<file path="src/rtl/dcache_responder.sv">
// Direct-mapped, write-through, no-write-allocate data cache with 4-word lines.
// Optional hit/miss statistics are built when DCACHE_STATS_EN is defined.
module dcache_responder #(
  parameter int ADDR_W = 32,
  parameter int DATA_W = 32,
  parameter int LINES  = 16
) (
  input  logic              clk,
  input  logic              reset,
  input  logic              req_valid,
  input  logic              req_write,
  input  logic [ADDR_W-1:0] req_addr,
  input  logic [DATA_W-1:0] req_wdata,
  output logic              data_ready,
  output logic [DATA_W-1:0] data_response,
  output logic              busy,
  output logic              mem_req,
  output logic              mem_we,
  output logic [ADDR_W-1:0] mem_addr,
  output logic [DATA_W-1:0] mem_wdata,
  input  logic              mem_gnt,
  input  logic              mem_rvalid,
  input  logic [DATA_W-1:0] mem_rdata,
  output logic [31:0]       hit_count,
  output logic [31:0]       miss_count,
  output logic [2:0]        state_dbg
);

  localparam int IDX_W = $clog2(LINES);
  localparam int TAG_W = ADDR_W - IDX_W - 4;

  typedef enum logic [2:0] {
    IDLE      = 3'd0,
    FILL_REQ  = 3'd1,
    FILL_DATA = 3'd2,
    WRITE     = 3'd3,
    RESPOND   = 3'd4
  } state_t;

  state_t state, state_nxt;

  logic [1:0]       req_off;
  logic [IDX_W-1:0] req_idx;
  logic [TAG_W-1:0] req_tag;

  logic [LINES-1:0] line_valid;
  logic [TAG_W-1:0] tag_mem  [LINES];
  logic [DATA_W-1:0] data_mem [LINES][4];
  logic [DATA_W-1:0] fill_buf [4];

  logic [1:0]       beat_cnt;
  logic [1:0]       off_q;
  logic [IDX_W-1:0] idx_q;
  logic [TAG_W-1:0] tag_q;

  logic              lookup_hit;
  logic              accept_load;
  logic              accept_store;
  logic              fill_beat;
  logic              last_beat;
  logic [DATA_W-1:0] fill_word;
  logic              unused_addr_bits;

  assign req_off = req_addr[3:2];
  assign req_idx = req_addr[IDX_W+3:4];
  assign req_tag = req_addr[ADDR_W-1:IDX_W+4];
  assign unused_addr_bits = ^req_addr[1:0];

  assign lookup_hit   = line_valid[req_idx] && (tag_mem[req_idx] == req_tag);
  assign accept_load  = (state == IDLE) && req_valid && !req_write;
  assign accept_store = (state == IDLE) && req_valid && req_write;
  assign fill_beat    = (state == FILL_DATA) && mem_rvalid;
  assign last_beat    = fill_beat && (beat_cnt == 2'd3);
  // The requested word may be the one arriving on this very beat.
  assign fill_word    = (off_q == beat_cnt) ? mem_rdata : fill_buf[off_q];
  assign state_dbg    = state;

  always_ff @(posedge clk or negedge reset) begin
    if (!reset) state <= IDLE;
    else        state <= state_nxt;
  end

  // Handshakes: the requester holds req_valid until the one-cycle data_ready
  // pulse; mem_req is held until a cycle with mem_gnt, which completes it.
  always_comb begin
    state_nxt  = state;
    mem_req    = 1'b0;
    mem_we     = 1'b0;
    busy       = (state != IDLE);
    data_ready = 1'b0;
    case (state)
      IDLE: begin
        if (accept_load)       state_nxt = lookup_hit ? RESPOND : FILL_REQ;
        else if (accept_store) state_nxt = WRITE;
      end
      FILL_REQ: begin
        mem_req = 1'b1;
        if (mem_gnt) state_nxt = FILL_DATA;
      end
      FILL_DATA: begin
        if (last_beat) state_nxt = RESPOND;
      end
      WRITE: begin
        mem_req = 1'b1;
        mem_we  = 1'b1;
        if (mem_gnt) state_nxt = RESPOND;
      end
      RESPOND: begin
        data_ready = 1'b1;
        state_nxt  = IDLE;
      end
      default: state_nxt = IDLE;
    endcase
  end

  always_ff @(posedge clk or negedge reset) begin
    if (!reset) begin
      line_valid    <= '0;
      beat_cnt      <= '0;
      off_q         <= '0;
      idx_q         <= '0;
      tag_q         <= '0;
      mem_addr      <= '0;
      mem_wdata     <= '0;
      data_response <= '0;
    end else begin
      if (accept_load) begin
        off_q    <= req_off;
        idx_q    <= req_idx;
        tag_q    <= req_tag;
        beat_cnt <= '0;
        mem_addr <= {req_addr[ADDR_W-1:4], 4'b0000};
        if (lookup_hit) data_response <= data_mem[req_idx][req_off];
      end
      if (accept_store) begin
        mem_addr  <= {req_addr[ADDR_W-1:2], 2'b00};
        mem_wdata <= req_wdata;
      end
      if (fill_beat) beat_cnt <= beat_cnt + 2'd1;
      if (last_beat) begin
        line_valid[idx_q] <= 1'b1;
        data_response     <= fill_word;
      end
      if ((state == WRITE) && mem_gnt) data_response <= mem_wdata;
    end
  end

  // Line storage carries no reset; only the valid bits qualify it.
  always_ff @(posedge clk) begin
    if (fill_beat) fill_buf[beat_cnt] <= mem_rdata;
    if (last_beat) begin
      tag_mem[idx_q]     <= tag_q;
      data_mem[idx_q][0] <= fill_buf[0];
      data_mem[idx_q][1] <= fill_buf[1];
      data_mem[idx_q][2] <= fill_buf[2];
      data_mem[idx_q][3] <= mem_rdata;
    end
    if (accept_store && lookup_hit) data_mem[req_idx][req_off] <= req_wdata;
  end

`ifdef DCACHE_STATS_EN
  always_ff @(posedge clk or negedge reset) begin
    if (!reset) begin
      hit_count  <= '0;
      miss_count <= '0;
    end else if (accept_load) begin
      if (lookup_hit) hit_count  <= hit_count + 32'd1;
      else            miss_count <= miss_count + 32'd1;
    end
  end
`else
  assign hit_count  = '0;
  assign miss_count = '0;
`endif

endmodule

</file>
<file path="config.mk">
export PLATFORM = sky130hd
export DESIGN_NAME = dcache_responder
export DESIGN_NICKNAME = d
export VERILOG_FILES = /design/src/rtl/dcache_responder.sv
export SDC_FILE = /design/constraint.sdc
export NUM_CORES = 2
export LEC_CHECK = 0
export CORE_MARGIN = 4
export CORE_UTILIZATION = 55
export DETAILED_ROUTE_END_ITERATION = 12
export GPL_TIMING_DRIVEN = 0
export PLACE_DENSITY = 0.75
export REMOVE_ABC_BUFFERS = 1
export SYNTH_ARGS = -nofsm -noshare
export SYNTH_HDL_FRONTEND = slang
export SYNTH_SLANG_ARGS = --single-unit
export TNS_END_PERCENT = 20
</file>
<file path="constraint.sdc">
create_clock -name clk -period 6.82 [get_ports clk]
set_input_delay 1.705 -clock clk [delete_from_list [all_inputs] [get_ports clk]]
set_output_delay 1.705 -clock clk [all_outputs]
set_load 0.005 [all_outputs]
</file>
==> results summary <==
The number of placed instances, taps included, is 7367. The first-pass GRT wire length is 450000 µm. The core outline area came out at 191000 µm². The class of the tightest hold or removal check is register to register. For this configuration, the core starts out at a cell density of 0.555. The maximum ir drop on the vdd rail came out at 0.369 mV. The number of flops mapped to enable cells by yosys came out at 2560.

Setup repair after global routing left no endpoint under its margin. For this run, the leading register cell type out of synthesis is sky130_fd_sc_hd__edfxtp_1. The final routed wire length divided by cell count came out at 40.6 µm. The per-cell via count in the routed design is 7.15.

The gate count after technology mapping is 4760. The final reports fail on capacitance limit, setup timing. The final-layout worst hold slack is 0.475 ns. By startpoint and endpoint, the worst setup path is classified as input pin to register. The startpoint identified for the worst hold timing path is mem_addr[12]. The synthesized area per cell came out at 22.2 µm². The sum of internal, switching and leakage power is 39.4 mW.

The synthesis-to-finish area growth came out at 17.0%. The static leakage came out at 40.8 nW. Power spread over the standard cell area amounts to 318 nW/µm². The library cells used most frequently in the layout, excluding fill and tap cells, are sky130_fd_sc_hd__edfxtp_1 (2560), sky130_fd_sc_hd__mux4_2 (762), sky130_fd_sc_hd__clkbuf_16 (291). The total number of H-tree levels is 5.

The peak per-stage delay on the critical path is 0.75 ns. Measured along the y axis, the die boundary spans 447 µm. The detailed-route DRC error count came out at 0. The final-report setup violation count is 3. 269 I/O pins were placed. The root buffer cell chosen for the clock tree is sky130_fd_sc_hd__clkbuf_16. The number of global-route vias before repair is 57594. The area enclosed by the die boundary is 200000 µm². The sum of overflow across all layers after global routing came out at 0. The post-synthesis instance area came out at 106000 µm². On the final layout, the worst clock skew is 0.0888 ns. Counting flops and latches in the post-synthesis netlist gives 2705. After the last flow step, the layout net total stands at 5337. The maximum clock path buffer count is 4.

The unique cell type count in the Yosys netlist came out at 61. The clock edge transition at the registers on the reported setup and hold paths is 0.06 ns. For this block, the initial DRC count from the detailed router was 10339. The overall global routing resource usage came out at 0.328. The part of the Yosys area used for sequential elements came out at 0.760.

The minimum period implied by the final worst setup slack came out at 6.82 ns. The run finished, with violations left. The count of nets left with antenna violations once routing finished came out at 0.

The largest net degree at the start of global routing is 103. TritonCTS created 283 clock buffers. The startpoint of the lowest-slack register-to-register path is state_dbg[1]. The number of pins with negative max-slew slack in the final report is 0.

Fill cells in the final layout number 11391. The horizontal die dimension came out at 447 µm. The number of detailed-route iterations in the first pass came out at 9. After layout, the worst setup slack is -0.00379 ns.

The critical path starts at req_addr[7]. The top-area cell type share of the netlist area came out at 0.726. Detailed routing inserted a total of 56880 vias.

The post-synthesis async set-or-reset flop share is 0.0536. Routability-driven placement finished with a final weighted congestion of 0.806. The final critical-path share of the clock period is 1.00. The number of buffer cells added on primary ports came out at 200. The post-detailed-routing wire length is 323000 µm. After synthesis, the cell types taking the most area are sky130_fd_sc_hd__edfxtp_1 (73%), sky130_fd_sc_hd__mux4_2 (16%), sky130_fd_sc_hd__dfrtp_1 (3.4%), sky130_fd_sc_hd__mux2_2 (1.0%), sky130_fd_sc_hd__a21o_1 (0.91%). The critical path launch point type is an input pin. The final cell count without fillers is 7957.

The highest attainable clock frequency is 147 MHz. The initial antenna violation count is 36. Measured against its own limit, the worst slew margin works out to 0.00887. The total clock sinks came out at 2705. Walking the worst path, the cells encountered are buf_8, buf_16, clkinv_2, nor2_2, a221oi_1, xor2_1, nand4b_1, nor4_4, buf_4, nand3b_1, buf_4, buf_16, o21ai_4, buf_12. Of all cell types, the one taking the most synthesized area is sky130_fd_sc_hd__edfxtp_1. The number of max-cap violations is 1. The half-perimeter wire length after placement came out at 174000 µm. The count of endpoints failing hold in the final timing report came out at 0. The ratio of cells with drive above 1 in the final layout came out at 0.295. The data arrival time of the critical path is 7.44 ns.

The row count is 160. TritonCTS built the clock tree. At the pin with the least slew margin, the transition time is 1.48 ns. STA puts the critical path data required time at 7.43 ns. The worst setup path is captured at a register. The largest fanout on the critical path came out at 75. The most frequent standard cell in the layout excluding fill and tap cells is sky130_fd_sc_hd__edfxtp_1. For this run, the number of Yosys warnings is 0. The clock insertion delay at the later pin of the skew report is 0.96 ns. The highest-delay cell along the critical path is sky130_fd_sc_hd__nor2_2.
## synth_stat cells (all sizes together) (21+ instances only)
| master | n |
|---|---|
| nor2 | 30 |
| xnor2 | 21 |
| o21ai | 75 |
| clkbuf | 135 |
| inv | 55 |
| mux2 | 95 |
| buf | 184 |
| o221ai | 25 |
| mux4 | 765 |
| mux2i | 88 |
| edfxtp | 2560 |
| nand3 | 39 |
| a21o | 129 |
| and3 | 34 |
| o22ai | 23 |
| nand2 | 195 |
| dfrtp | 145 |
## per-layer routing
metal  vias to the layer above  GRT usage  share of wire
li1                      20815          -              -
met1                     29041      0.407           0.31
met2                      5471      0.502           0.47
met3                      1527      0.101           0.14
met4                        26      0.218          0.081
met5                         -          0        0.00055
## through the flow
step,setup WS (ns),instance area [µm²],TNS [ns],utilization
after floorplan,-2.29,104000,-8794.57,-
after global placement,-47.61,110000,-,0.575
after detailed placement,-3.08,114000,-9482.28,0.597
after CTS,0.0128,124000,0,0.648
after global routing,0.00560,124000,0,0.649
final,-0.00379,124000,-0.00700,0.650
## worst max-delay path: cells and delay by family
kind / cells / cell delay, ns
buffers and inverters: 7 / 2.70
and+or+nand+nor: 4 / 1.41
AOI/OAI and AO/OA: 2 / 0.84
xor gates and xnor gates: 1 / 0.39
## final timing paths
path                                   endpoint  slack (ns)  depth (start not counted)
worst max-delay path            data_mem[0][61]      -0.004                         14
worst min-delay path               mem_addr[12]        0.47                          2
worst max register to register   tag_mem[13][3]        1.13                          6
worst min register to register     mem_addr[12]        0.47                          2
max in group asynchronous          mem_wdata[6]        4.94                          2
min in group asynchronous              tag_q[7]        0.84                          1
## registers in the layout, summed over array words and instances (netlist names)
signal	cells
beat_cnt	2
data_mem	2048
data_response	32
fill_buf	128
idx_q	4
line_valid	16
mem_addr	30
mem_wdata	32
off_q	2
state_dbg	3
tag_mem	384
tag_q	24
## kinds of logic after synthesis
group           Yosys count  synth area share
flops                  2705             0.760
fa+ha+maj                 4          0.000473
mux                     948             0.181
other cells               1         0.0000354
simple gates            370            0.0164
xor+xnor                 35           0.00290
buf+inv                 375            0.0175
compound gates          322            0.0211
## power breakdown
group | switching (mW) | leakage [nW] | internal, mW
registers | 0.749 | 24.8 | 19.2
clock network | 6.43 | 4.28 | 8.60
logic | 2.54 | 11.7 | 1.86
## area by class of cell
cell class                 instances  area [µm²]  area share
sequential                      2705       80500       0.650
multi-input combinational       1745       24600       0.199
clock buffer                     369        7710      0.0622
timing repair buffer             440        6650      0.0536
tap                             2511        3140      0.0254
clock inverter                   114        1020     0.00825
inverter                          56         224     0.00181
antenna                           17        42.5    0.000343
## timing repair
item,4_1_cts,5_1_grt
endpoints found under the hold margin,0,0
gates resized for setup,12,6
buffers inserted,74,11
hold buffers,0,0
endpoints found under the setup margin,4129,1576
cloned,4,1
pin swaps,37,6
Power figures use the tool's default switching activity.
